--- config.mk ---
export PLATFORM = sky130hd
export DESIGN_NAME = palette_writer
export DESIGN_NICKNAME = d
export VERILOG_FILES = /design/src/rtl/palette_writer.sv
export SDC_FILE = /design/constraint.sdc
export NUM_CORES = 1
export LEC_CHECK = 0
export ABC_AREA = 1
export BUFFER_PORTS_ARGS = -buffer_cell sky130_fd_sc_hd__buf_2
export CORE_MARGIN = 2
export CORE_UTILIZATION = 58
export DETAILED_ROUTE_END_ITERATION = 8
export GPL_TIMING_DRIVEN = 0
export HOLD_SLACK_MARGIN = 0.05
export PLACE_DENSITY_LB_ADDON = 0.08
export SKIP_CTS_REPAIR_TIMING = 1
export SLEW_MARGIN = 20
export SYNTH_ARGS = -nofsm -noshare
export SYNTH_HDL_FRONTEND = slang
export SYNTH_SLANG_ARGS = --single-unit
--- constraint.sdc ---
create_clock -name CLK_n -period 2.9 [get_ports CLK_n]
set_clock_uncertainty 0.05 [all_clocks]
set_input_delay 0.58 -clock CLK_n [delete_from_list [all_inputs] [get_ports CLK_n]]
set_output_delay 0.58 -clock CLK_n [all_outputs]
set_load 0.1 [all_outputs]
--- src/rtl/palette_writer.sv ---
// Gate array palette writer: synchronises Z80 I/O writes, decodes pen select, colour and mode
// functions, and holds 16 ink entries plus border as five 16-bit bit-planes.
module palette_writer #(
    parameter int unsigned SYNC_STAGES = 2
) (
    input  logic        CLK_n,
    input  logic        RESET,
    input  logic        IORQ_n,
    input  logic        WR_n,
    input  logic        A15,
    input  logic        A14,
    input  logic [7:0]  D,
    output logic [15:0] INKR0,
    output logic [15:0] INKR1,
    output logic [15:0] INKR2,
    output logic [15:0] INKR3,
    output logic [15:0] INKR4,
    output logic [4:0]  BORDER,
    output logic [3:0]  PEN_SEL,
    output logic        BORDER_SEL,
    output logic        MODE_WE,
    output logic [4:0]  MODE_DATA
);

    // Bus word layout: {IORQ_n, WR_n, A15, A14, D[7:0]}
    localparam logic [11:0] BusIdle = {1'b1, 1'b1, 1'b1, 1'b0, 8'h00};

    logic [11:0]            sync_q [SYNC_STAGES];
    logic [SYNC_STAGES-1:0] valid_q;
    logic [11:0]            bus_s;
    logic [7:0]             d_s;
    logic                   wr_act;
    logic                   primed;
    logic                   accept;
    logic                   unused_d5;

    logic                   wr_prev_q;
    logic [4:0][15:0]       plane_q;
    logic [4:0]             border_q;
    logic [3:0]             pen_q;
    logic                   bsel_q;
    logic                   mode_we_q;
    logic [4:0]             mode_data_q;

    always_ff @(posedge CLK_n) begin
        if (RESET) begin
            for (int i = 0; i < int'(SYNC_STAGES); i++) begin
                sync_q[i] <= BusIdle;
            end
            valid_q <= '0;
        end else begin
            sync_q[0] <= {IORQ_n, WR_n, A15, A14, D};
            for (int i = 1; i < int'(SYNC_STAGES); i++) begin
                sync_q[i] <= sync_q[i-1];
            end
            valid_q <= {valid_q[SYNC_STAGES-2:0], 1'b1};
        end
    end

    assign bus_s     = sync_q[SYNC_STAGES-1];
    assign d_s       = bus_s[7:0];
    assign unused_d5 = d_s[5];
    assign wr_act    = !bus_s[11] && !bus_s[10] && !bus_s[9] && bus_s[8];
    // Until the pipeline holds post-reset samples, the edge history stays pinned active so a
    // write held across reset release never produces an accept.
    assign primed    = valid_q[SYNC_STAGES-1];
    assign accept    = primed && wr_act && !wr_prev_q;

    always_ff @(posedge CLK_n) begin
        if (RESET) begin
            wr_prev_q   <= 1'b1;
            plane_q     <= '0;
            border_q    <= '0;
            pen_q       <= '0;
            bsel_q      <= 1'b0;
            mode_we_q   <= 1'b0;
            mode_data_q <= '0;
        end else begin
            wr_prev_q <= primed ? wr_act : 1'b1;
            mode_we_q <= 1'b0;
            if (accept) begin
                case (d_s[7:6])
                    2'b00: begin
                        bsel_q <= d_s[4];
                        pen_q  <= d_s[3:0];
                    end
                    2'b01: begin
                        if (bsel_q) begin
                            border_q <= d_s[4:0];
                        end else begin
                            for (int n = 0; n < 5; n++) begin
                                plane_q[n][pen_q] <= d_s[n];
                            end
                        end
                    end
                    2'b10: begin
                        mode_data_q <= d_s[4:0];
                        mode_we_q   <= 1'b1;
                    end
                    default: ;
                endcase
            end
        end
    end

    assign INKR0      = plane_q[0];
    assign INKR1      = plane_q[1];
    assign INKR2      = plane_q[2];
    assign INKR3      = plane_q[3];
    assign INKR4      = plane_q[4];
    assign BORDER     = border_q;
    assign PEN_SEL    = pen_q;
    assign BORDER_SEL = bsel_q;
    assign MODE_WE    = mode_we_q;
    assign MODE_DATA  = mode_data_q;

endmodule

# ---- Yosys cells after proc, flatten, opt, wreduce, memory -nomap -nowiden
# Memories as Yosys holds them, arrays and structs flattened.
# Index checks and enable logic that the tools add are counted.
dict set report op_classes {
  magnitude_cmp 2
  n_eq_ne 2
  n_mux 14
  n_bitwise 5
  reduce_logical 17
}
# cell count
set op_table {}
lappend op_table {{bitwise mux 16 bit} 5}
lappend op_table {{2-to-1 mux 12 bit} 2}
lappend op_table {{logical AND 1 bit} 6}
lappend op_table {{2-to-1 mux 1 bit} 6}
lappend op_table {{AND reduction 3 bit} 2}
lappend op_table {{< comparator 4 x 5 -> 1 bit, second input constant} 1}
lappend op_table {{demux 1 bit (select 4 bit)} 1}
lappend op_table {{>= comparator 4 x 1 -> 1 bit, second input constant} 1}
lappend op_table {{zero test 1 bit} 4}
lappend op_table {{AND reduction 2 bit} 2}
lappend op_table {{OR reduction 2 bit} 2}
lappend op_table {{inverter 1 bit} 3}
lappend op_table {{== test 2 x 1 -> 1 bit, second input constant} 1}
lappend op_table {{== test 2 bit, second input constant} 1}
lappend op_table {{zero test 2 bit} 1}
lappend op_table {{bitwise OR 1 bit} 2}
dict set report totals {
  register_bits 99
  ramBits 24
  input_bits 14
  output_inout_bits 96
  wordCells 54
  n_memories 1
}
# name depth word_bits read_ports rd_clocked_by_memory_dff wr line_no
set mem_list {}
lappend mem_list {sync_q 2 12 2 0 2 28} ;# logic [11:0] sync_q [SYNC_STAGES];

# ---- Logic depth before layout (Yosys ltp)
# Gate-level depths: netlist (run 1).
# An unclocked memory read counts as a cell.
dict set report depth {
  depth_word 9
  ltp_mapped 9
  mapped_depth_nobuf 7
}

# ---- Worst setup path after synthesis (run 1)
# Ideal clock, no wire load.
dict set report synth_timing {
  path_kind {reg2reg}
  from {register pen_q[2] (netlist: PEN_SEL[2])}
  to {register plane_q, in the netlist INKR0[13]}
  setup_ns 0.065
  arrival_ns 1.977
  slack_ns 0.808
  path_stages_with_launch 7
  synth_period_minus_slack_ns 2.092
  cell_sequence {dfxtp_1 -> nand2_1 -> nor2_1 -> inv_1 -> nor2_1 -> nor2_1 -> nor2_1}
}
dict set report synth_between {
  elab_chain_len 5
  word_cells_on_any_way 6
  classes_between {2 x order compare; 3 x mux; 1 x reduce/logical}
}
# item line_no
set synth_lines {}
lappend synth_lines {{start, declared} 40} ;# logic [3:0] pen_q;
lappend synth_lines {{start signal, assigned} 85} ;# pen_q <= d_s[3:0];
lappend synth_lines {{< comparator 4 x 5 -> 1 bit (implied by the code) or >= comparator 4 x 1 -> 1 bit (tied branches)} 92} ;# plane_q[n][pen_q] <= d_s[n];
lappend synth_lines {{logical AND 1 bit (implied by the code)} 92}
lappend synth_lines {{2-to-1 mux 1 bit (implied by the code)} 92}
lappend synth_lines {{demux 1 bit (select 4 bit) *} 92}
lappend synth_lines {{bitwise mux 16 bit *} 92}
lappend synth_lines {{end signal, assigned by index} 92}
lappend synth_lines {{end, declared} 38} ;# logic [4:0][15:0] plane_q;
# Every way passes the cells marked *; elsewhere a longest branch is shown, timed or not.
# A chain may end at the register's enable or synchronous reset.

# ---- Final worst setup path (run 1)
dict set report layout_timing {
  from {register pen_q[3] (netlist: PEN_SEL[3])}
  to {output port PEN_SEL[3]}
}
# item line_no
set layout_rtl {}
lappend layout_rtl {{end, declared} 19} ;# output logic [3:0] PEN_SEL,
# No word-level cell between the ends.

==> out/summary.txt, run 1 <==
Result of the run: finished clean
Final critical path time including I/O delays and setup: 2.129 ns
Count of buffers from port buffering: 108
Total of flip-flops plus latches after synthesis: 121
Fraction of final layout cells sized beyond drive strength 1: 20.32%
Slew of the pin with the lowest slew margin: 0.6721 ns
Clock edge transition at the registers on the reported setup and hold paths: 0.06 ns
Number of antenna violations at the first check in global routing: 0
Fraction of registers with async set/reset: 0%
Commonest cells after routing, fill and taps aside: sky130_fd_sc_hd__nor2_1, sky130_fd_sc_hd__dfxtp_1, sky130_fd_sc_hd__nand2_1
R2r setup slk: 1.05 ns
Highest clock frequency the design can meet: 469.7 MHz
DRT antenna net count: 0
Normalized max-slew margin: 55.19%
Filler cell count: 654
Xor/xnor cell area share of the yosys netlist: 0%
Clock sink count: 121
Startpoint of the worst register-to-register path: sync_q[0][20]
Root cell of the clock tree: sky130_fd_sc_hd__clkbuf_8
Post-Syn Instances: 672
Final total negative setup slack: 0 ns
Gate family responsible for the most delay along the worst path: flip-flops
Share of the synthesized area in compound gates (AO/OA/AOI/OAI): 0.5159%
Final setup viols: 0
Global-route wire length before repair: 22370 um
Count of cells along the worst register-to-register path: 8
# rows: 33
Via count of the first global-routing pass: 4706
Cell count along the critical path: 1
Skew-Pair Late Insertion Delay: 0.53 ns
Hold/Removal Path Class: primary input to register
Chip height: 95.45 um
Fin nets: 813
Largest net degree at the start of global routing: 17
Met1 usage in global routing: 39.19%
Synth Flop Type: sky130_fd_sc_hd__dfxtp_1
TritonCTS clock tree: done
CTS Buf Count: 17
Critical Path, Cell by Cell: buf_2
Starting utilization of the core area: 59.34%
Most common cell after layout, fill and taps aside: sky130_fd_sc_hd__nor2_1
Tcrit/Tclk final: 73.42%
Fraction of synthesized area in multiplexers: 0%
Largest vdd supply drop: 0.4748 mV
Sequential fraction of the synthesis area: 49.94%
Number of H-tree branching levels: 4
Maximum count of clock buffers along a single path: 2
Capturing element type of the critical path: output port
Number of warnings issued by yosys: 0
Pre-CTS WS: 0.9170 ns
Static power due to leakage: 0.002782 uW
Number of synthesized flops with an enable pin: 0
Global-route track usage on met2: 56.28%
Synth unique cells: 18
Instance count along the most critical hold path: 2
Total grt overflow: 0
Placer's final routability congestion estimate: 0.9643
Routed length per placed instance: 16.00 um
Crit path max fanout: 6
Setup repair after global routing missed its margin: no
Largest stage delay, worst path: 0.49 ns
Post-Synthesis Net Count: 686
Data arrival time of the critical path: 1.50 ns
Endpoint of the worst register-to-register path: INKR4[5]
Power per cell area: 621.2 nW/um2
Max-cap check violation count: 0
Share of synthesized cell area in and, or, nand and nor gates: 41.81%
Routed via count: 5017
DIE AREA: 9111 um2
Top Usage Layer GRT: met2
Utilization after layout: 74.20%
Avg Synthesized Cell Area: 7.219 um2
Core ar.: 8175 um2
Critical Path Start Type: register
Tot GR Track Use: 32.94%
Initial detailed-routing violation count: 403
Worst path required time: 2.27 ns
Area of the mapped netlist: 4851 um2
Top-level port count: 110
Layout overhead on the synthesized area: 25.05%
Number of detailed-route iterations in the first pass: 8
WP buf/inv: 1
Detailed-route vias per instance: 5.471
Number of DRC violations after detailed routing: 0
Setup WS post-layout: 0.7709 ns
Launch point of the worst hold path: A15
Met3 capacity usage during global routing: 5.296%
Final number of hold-violating endpoints: 0
Non-Filler Instances: 917
Kind of critical path: register to output port
Routed WL: 14670 um
Capture endpoint of the worst hold path: sync_q[0][9]
Cell type of the slowest stage on the worst timing path: sky130_fd_sc_hd__dfxtp_1
Count of antenna diodes in the layout: 0
PnR Total Power: 3768 uW
Die X-Extent: 95.45 um
Count of placed standard cells including taps: 885
Number of pins with negative max-slew slack in the final report: 0
Detail Placement HPWL: 9993 um
Largest family of logic cells by synthesized area: simple AND/OR/NAND/NOR gates
Adder and majority cell fraction of the synthesized area: 0%
==> how the worst max path moves through the flow <==
stage | start | to
after floorplan | PEN_SEL[2] | INKR0[13]
after global placement | RESET | INKR4[1]
after detailed placement | RESET | INKR1[5]
after CTS | PEN_SEL[3] | PEN_SEL[3]
after global routing | PEN_SEL[2] | PEN_SEL[2]
final | PEN_SEL[3] | PEN_SEL[3]
==> cell families (layout without fill, tap and decap cells) <==
family | count (synthesis) | in the layout
compound gates | 5 | 5
flops | 121 | 121
buf+inv | 94 | 234
simple gates | 452 | 452
==> per-stage QoR <==
| step | cell area (um2) | hold slack [ns] |
|---|---|---|
| 3_5_place_dp | 5523 | 0.3445 |
| 2_1_floorplan | 4851 | 0.3320 |
| 5_1_grt | 6066 | 0.1889 |
| 3_3_place_gp | 5523 | 0.3358 |
| 6_report | 6066 | 0.1798 |
| 4_1_cts | 6066 | 0.1816 |
==> synthesized netlist by cell type (4+ instances only) <==
cell type,count,area share (%)
sky130_fd_sc_hd__a21oi_1,5,0.52
sky130_fd_sc_hd__buf_1,9,0.70
sky130_fd_sc_hd__buf_4,4,0.62
sky130_fd_sc_hd__clkbuf_1,22,1.7
sky130_fd_sc_hd__clkinv_1,5,0.39
sky130_fd_sc_hd__dfxtp_1,121,50
sky130_fd_sc_hd__inv_1,52,4.0
sky130_fd_sc_hd__nand2_1,119,9.2
sky130_fd_sc_hd__nand3_1,7,0.72
sky130_fd_sc_hd__nand4_1,81,10
sky130_fd_sc_hd__nor2_1,225,17
sky130_fd_sc_hd__nor2_4,11,2.6
sky130_fd_sc_hd__or2_2,6,0.77
==> layer usage <==
metal | routed length (um) | up-vias
met5 | 0 | -
met4 | 548 | 0
met3 | 1410 | 67
met2 | 7068 | 287
met1 | 5642 | 2280
li1 | - | 2383
==> sequential cells by signal, indices dropped and copies added, names as in the netlist, 2 cells and up <==
| name | flops |
|---|---|
| INKR1 | 16 |
| INKR2 | 16 |
| valid_q | 2 |
| INKR0 | 16 |
| PEN_SEL | 4 |
| MODE_DATA | 5 |
| INKR4 | 16 |
| INKR3 | 16 |
| sync_q | 22 |
| BORDER | 5 |
==> layout make-up <==
cell class | count | area [um2] | share of cell area (%)
buffer | 36 | 157.7 | 2.599
tap | 105 | 131.4 | 2.166
multi-input combinational | 457 | 2053 | 33.85
inverter | 58 | 217.7 | 3.589
clock inverter | 14 | 125.1 | 2.063
clock buffer | 18 | 417.9 | 6.889
sequential | 121 | 2422 | 39.93
timing repair buffer | 108 | 540.5 | 8.911
==> power breakdown <==
part | switching, uW | internal, uW | total (uW) | leakage, uW
sequential | 7.27 | 1680 | 1690 | 0.000980
combinational | 103 | 35.0 | 138 | 0.00154
clock | 862 | 1080 | 1940 | 0.000262
Power figures use the tool's default switching activity.
==> run 2, diff against run 1 <==
Settings changed: CORE_UTILIZATION 58 to 48.
Clock period 2.9 ns to 1.87 ns, I/O delays scaled along.
==> run 2 against run 1 <==
Compared with the run above:
- power up 63%
- wire length shrank 1.8%
- register-to-register slack got worse by 0.93 ns
- non-clock buffer count up 11
==> out/summary.txt, run 2 (same netlist as run 1, synthesis figures left out) <==
Detail Placement HPWL: 9966 um (was 9993 um)
Largest register FFs: 22 (unchanged)
Layout overhead on the synthesized area: 29.33% (was 25.05%)
Routed via count: 4867 (was 5017)
Routed WL: 14400 um (was 14670 um)
Met2 wire length: 6872 um (was 7068 um)
Static power due to leakage: 0.002867 uW (was 0.002782 uW)
Count of buffers from port buffering: 108 (unchanged)
Number of detailed-route iterations in the first pass: 4 (was 8)
Fin nets: 824 (was 813)
Switching power as a share of total power: 21.13% (was 25.79%)
Routed length per placed instance: 15.08 um (was 16.00 um)
Initial detailed-routing violation count: 299 (was 403)
Tcrit/Tclk final: 95.48%
Data arrival time of the critical path: 1.36 ns (was 1.50 ns)
Switching power total: 1301 uW (was 971.8 uW)
Maximum count of clock buffers along a single path: 2 (unchanged)
Number of pins with negative max-slew slack in the final report: 0 (unchanged)
Via count of the first global-routing pass: 4560 (was 4706)
Crit path max fanout: 2 (was 6)
DIE AREA: 10930 um2 (was 9111 um2)
Final worst hold slack: 0.3001 ns (was 0.1798 ns)
Final setup viols: 0 (unchanged)
Global-route wire length before repair: 22630 um (was 22370 um)
Setup repair after global routing missed its margin: no (unchanged)
Worst path required time: 1.45 ns (was 2.27 ns)
Die X-Extent: 104.5 um (was 95.45 um)
DRT antenna net count: 0 (unchanged)
Most common cell after layout, fill and taps aside: sky130_fd_sc_hd__nor2_1 (unchanged)
Highest clock frequency the design can meet: 560.1 MHz
Number of antenna violations at the first check in global routing: 0 (unchanged)
Hold/Removal Path Class: primary input to register (unchanged)
Chip height: 104.5 um (was 95.45 um)
WP buf/inv: 1 (unchanged)
Largest net degree at the start of global routing: 17 (unchanged)
Placer's final routability congestion estimate: 0.9124 (was 0.9643)
Top metal layer carrying routed signals: met4 (unchanged)
Fraction of final layout cells sized beyond drive strength 1: 20.56% (was 20.32%)
Detailed-route vias per instance: 5.096 (was 5.471)
Number of H-tree branching levels: 4 (unchanged)
Max-cap check violation count: 0 (unchanged)
Count of antenna diodes in the layout: 0 (unchanged)
Critical Path, Cell by Cell: buf_2 (unchanged)
Skew-Pair Late Insertion Delay: 0.53 ns (about the same)
Internal Dissipation: 4855 uW (was 2796 uW)
Core ar.: 9774 um2 (was 8175 um2)
Commonest cells after routing, fill and taps aside: sky130_fd_sc_hd__nor2_1, sky130_fd_sc_hd__nand2_1, sky130_fd_sc_hd__dfxtp_1 (was sky130_fd_sc_hd__nor2_1, sky130_fd_sc_hd__dfxtp_1, sky130_fd_sc_hd__nand2_1)
Largest stage delay, worst path: 0.45 ns (was 0.49 ns)
Final total negative setup slack: 0 ns (unchanged)
Total grt overflow: 0 (unchanged)
Number of DRC violations after detailed routing: 0 (unchanged)
CTS Buf Count: 17 (unchanged)
Post-Route M1 WL: 6289 um (was 5642 um)
Flop pwr share: 42.5% (was 44.7%)
# rows: 36 (was 33)
Top-level port count: 110 (unchanged)
Gate family responsible for the most delay along the worst path: buffers and inverters (was flip-flops)
Largest vdd supply drop: 0.6016 mV (was 0.4748 mV)
Tot GR Track Use: 26.71% (was 32.94%)
TritonCTS clock tree: done (unchanged)
Power per cell area: 981.3 nW/um2 (was 621.2 nW/um2)
Final number of hold-violating endpoints: 0 (unchanged)
Biggest register: sync_q (unchanged)
Met3 wire len: 827 um (was 1410 um)
Clock sink count: 121 (unchanged)
Starting utilization of the core area: 49.63% (was 59.34%)
Capturing element type of the critical path: output port (unchanged)
Critical Path Start Type: register (unchanged)
Filler cell count: 921 (was 654)
Clock edge transition at the registers on the reported setup and hold paths: 0.06 ns (about the same)
Result of the run: finished clean (unchanged)
Standard cell area after detailed placement: 5564 um2 (was 5523 um2)
Combinational group share of total power: 3.8% (was 3.7%)
Post-route cell area: 6274 um2 (was 6066 um2)
Slew of the pin with the lowest slew margin: 0.7024 ns (was 0.6721 ns)
Root cell of the clock tree: sky130_fd_sc_hd__clkbuf_8 (unchanged)
Clock share of power: 53.8% (was 51.6%)
Utilization after layout: 64.18% (was 74.20%)
Kind of critical path: register to output port (unchanged)
Normalized max-slew margin: 52.92% (was 55.19%)
Cell type of the slowest stage on the worst timing path: sky130_fd_sc_hd__buf_2 (was sky130_fd_sc_hd__dfxtp_1)
Final critical path time including I/O delays and setup: 1.785 ns
-- run 2: final timing paths --
path / cells past startpoint / slack (ns) / endpoint / startpoint
worst min-delay path: 3 / 0.30 / MODE_DATA[4] / RESET
worst max register to register: 7 / 0.12 / INKR3[13] / sync_q[0][19]
worst max-delay path: 1 / 0.08 / INKR0[10] / INKR0[10]
worst min register to register: 2 / 0.35 / sync_q[0][19] / sync_q[0][7]
-- run 2: layout make-up --
cell class	count	area, um2	area share [%]
Buffer	36	161.4	2.573
Timing Repair Buffer	119	650.6	10.37
Tap cell	133	166.4	2.653
Clock inverter	9	147.6	2.353
Sequential cell	121	2429	38.71
Inverter	58	217.7	3.470
Multi-Input combinational cell	457	2058	32.81
Clock buffer	22	442.9	7.060
-- run 2: worst register-to-register path, stage by stage (launching register included) --
cell and delay (ns):
sky130_fd_sc_hd__dfxtp_1 0.31, sky130_fd_sc_hd__inv_2 0.06, sky130_fd_sc_hd__nand2_1 0.09, sky130_fd_sc_hd__nor2_4 0.23, sky130_fd_sc_hd__buf_1 0.54, sky130_fd_sc_hd__nand4_1 0.17
sky130_fd_sc_hd__nand2_1 0.13, sky130_fd_sc_hd__nor2_1 0.05
-- run 2: per-stage QoR --
stage / worst slack (ns) / power, uW / cells
2_1_floorplan: 0.1608 / 2799 / 672
5_1_grt: 0.006934 / 6334 / 955
3_3_place_gp: 0.1024 / 2873 / 913
4_1_cts: 0.02398 / 6150 / 944
3_5_place_dp: 0.08693 / 2877 / 913
6_report: 0.08458 / 6156 / 955
-- run 2: power by group through the flow --
| stage | Combinational, uW | Sequential (uW) | Clock [uW] |
|---|---|---|---|
| global route | 254 | 2620 | 3460 |
| detailed placement | 207 | 2670 | 0 |
| CTS | 208 | 2620 | 3330 |
| finish | 231 | 2620 | 3310 |
| floorplan | 131 | 2670 | 0 |
| global placement | 203 | 2670 | 0 |
-- run 2: metal layers --
layer | track usage [%] | vias up
met5 | 0 | -
li1 | - | 2408
met4 | 13.03 | 0
met2 | 44.30 | 178
met1 | 33.53 | 2240
met3 | 4.741 | 41
==> run 3, diff against run 2 <==
Settings changed: GPL_TIMING_DRIVEN 0 to unset.
==> run 3 against run 2 <==
Compared with the run above:
- via count down 6.3%
- highest routed layer unchanged
- cell count down 2.7%
- setup slack better by 0.010 ns
- utilization down 0.79 points
- sequential power about the same
- critical endpoint is now PEN_SEL[2]
- final area down 1.2%
- combinational power down 11%
- fmax up 0.57%
- largest power group unchanged
- global-route usage down 4.4 points
- sequential cell count unchanged
==> out/summary.txt, run 3 (same netlist as run 1, synthesis figures left out) <==
Fin nets: 797 (was 824)
Kind of critical path: register to output port (unchanged)
Die X-Extent: 104.5 um (unchanged)
Cell type of the slowest stage on the worst timing path: sky130_fd_sc_hd__buf_2 (unchanged)
Largest stage delay, worst path: 0.45 ns (about the same)
Total grt overflow: 0 (unchanged)
Hold/Removal Path Class: primary input to register (unchanged)
Root cell of the clock tree: sky130_fd_sc_hd__clkbuf_8 (unchanged)
Worst path required time: 1.45 ns (about the same)
Routed via count: 4560 (was 4867)
Final total negative setup slack: 0 ns (unchanged)
Filler cell count: 910 (was 921)
Core ar.: 9774 um2 (unchanged)
Largest vdd supply drop: 0.6175 mV (was 0.6016 mV)
Number of antenna violations at the first check in global routing: 0 (unchanged)
DRT antenna net count: 0 (unchanged)
Chip height: 104.5 um (unchanged)
WP buf/inv: 1 (unchanged)
DIE AREA: 10930 um2 (unchanged)
Layout overhead on the synthesized area: 27.73% (was 29.33%)
Commonest cells after routing, fill and taps aside: sky130_fd_sc_hd__nor2_1, sky130_fd_sc_hd__nand2_1, sky130_fd_sc_hd__dfxtp_1 (unchanged)
Routed WL: 11930 um (was 14400 um)
Final number of hold-violating endpoints: 0 (unchanged)
Initial detailed-routing violation count: 242 (was 299)
Highest clock frequency the design can meet: 563.3 MHz (was 560.1 MHz)
Power per cell area: 943.0 nW/um2 (was 981.3 nW/um2)
Largest net degree at the start of global routing: 81 (was 17)
Gate family responsible for the most delay along the worst path: buffers and inverters (unchanged)
Via count of the first global-routing pass: 4193 (was 4560)
Capturing element type of the critical path: output port (unchanged)
Skew-Pair Late Insertion Delay: 0.52 ns (was 0.53 ns)
Detailed-route vias per instance: 4.909 (was 5.096)
Count of placed standard cells including taps: 886 (was 913)
Number of pins with negative max-slew slack in the final report: 0 (unchanged)
Normalized max-slew margin: 52.42% (was 52.92%)
Final critical path time including I/O delays and setup: 1.775 ns (was 1.785 ns)
Number of H-tree branching levels: 4 (unchanged)
Detail Placement HPWL: 7699 um (was 9966 um)
Clock edge transition at the registers on the reported setup and hold paths: 0.06 ns (about the same)
Critical Path Start Type: register (unchanged)
Global-route wire length before repair: 19820 um (was 22630 um)
Max-cap check violation count: 0 (unchanged)
TritonCTS clock tree: done (unchanged)
# rows: 36 (unchanged)
Count of buffers from port buffering: 108 (unchanged)
Setup repair after global routing missed its margin: no (unchanged)
Clock sink count: 121 (unchanged)
Starting utilization of the core area: 49.63% (unchanged)
CTS Buf Count: 17 (unchanged)
Count of antenna diodes in the layout: 0 (unchanged)
Fraction of final layout cells sized beyond drive strength 1: 22.11% (was 20.56%)
Slew of the pin with the lowest slew margin: 0.7092 ns (was 0.7024 ns)
Top-level port count: 110 (unchanged)
Routed length per placed instance: 12.84 um (was 15.08 um)
Tcrit/Tclk final: 94.94% (was 95.48%)
Pre-CTS WS: 0.2938 ns (was 0.08693 ns)
Maximum count of clock buffers along a single path: 2 (unchanged)
Result of the run: finished clean (unchanged)
Static power due to leakage: 0.002830 uW (was 0.002867 uW)
Number of detailed-route iterations in the first pass: 5 (was 4)
Most common cell after layout, fill and taps aside: sky130_fd_sc_hd__nor2_1 (unchanged)
Final setup viols: 0 (unchanged)
Number of DRC violations after detailed routing: 0 (unchanged)
Critical Path, Cell by Cell: buf_2 (unchanged)
Crit path max fanout: 6 (was 2)
Setup WS post-layout: 0.09466 ns (was 0.08458 ns)
Biggest register: sync_q (unchanged)
Data arrival time of the critical path: 1.35 ns (was 1.36 ns)
Placer's final routability congestion estimate: 0.7821 (was 0.9124)
Largest register FFs: 22 (unchanged)
Tot GR Track Use: 22.33% (was 26.71%)
Final worst hold slack: 0.09905 ns (was 0.3001 ns)
Non-Filler Instances: 929 (was 955)
==> run 3: cell count changes in the layout (fill, tap and decap cells not counted) <==
cell                         change
sky130_fd_sc_hd__buf_1           -9
sky130_fd_sc_hd__buf_6           -1
sky130_fd_sc_hd__clkinvlp_4      +1
sky130_fd_sc_hd__bufinv_16       -3
sky130_fd_sc_hd__buf_12          +4
sky130_fd_sc_hd__clkbuf_8        -1
sky130_fd_sc_hd__clkinv_2        -2
sky130_fd_sc_hd__buf_4           +1
sky130_fd_sc_hd__clkbuf_1       -23
sky130_fd_sc_hd__inv_6           +4
sky130_fd_sc_hd__inv_1           -1
sky130_fd_sc_hd__clkbuf_2        -3
sky130_fd_sc_hd__clkinv_4        +6
sky130_fd_sc_hd__inv_2           +1
==> run 3: area by class of cell <==
cell class	instances	area, um2	area share, %
clock buffers	17	414.1	6.684
clock inverters	15	142.6	2.302
inverters	58	217.7	3.514
multi-input cells	457	2058	33.22
flip-flops and latches	121	2429	39.20
well taps	133	166.4	2.686
repair buffers	128	768.2	12.40
==> run 3: per-layer routing <==
metal	vias up	share of wire [%]	GRT usage (%)
met4	0	0.58	7.529
met5	-	0	0
met3	8	5.6	5.115
met2	152	49	37.35
met1	2051	45	28.39
li1	2349	-	-
==> run 3: worst paths after layout <==
kind	depth (start not counted)	to	start	slack, ns
hold / removal	2	sync_q[0][14]	RESET	0.1
setup / recovery	1	PEN_SEL[2]	PEN_SEL[2]	0.09
setup reg to reg	7	INKR3[12]	PEN_SEL[0]	0.27
hold reg to reg	2	sync_q[0][16]	sync_q[0][4]	0.35
==> run 3: metrics by stage <==
stage / util [%] / power (uW) / area [um2]
5_1_grt: 63.39 / 6042 / 6196
2_1_floorplan: - / 2799 / 4857
3_5_place_dp: 56.57 / 2858 / 5529
4_1_cts: 62.26 / 5882 / 6086
3_3_place_gp: 56.57 / 2852 / 5529
6_report: 63.39 / 5843 / 6196
==> run 3: power breakdown <==
part	switching, uW	internal [uW]
Clock	1240	1780
Sequential	10.8	2600
Combinational	135	70.9
Total	1390	4460
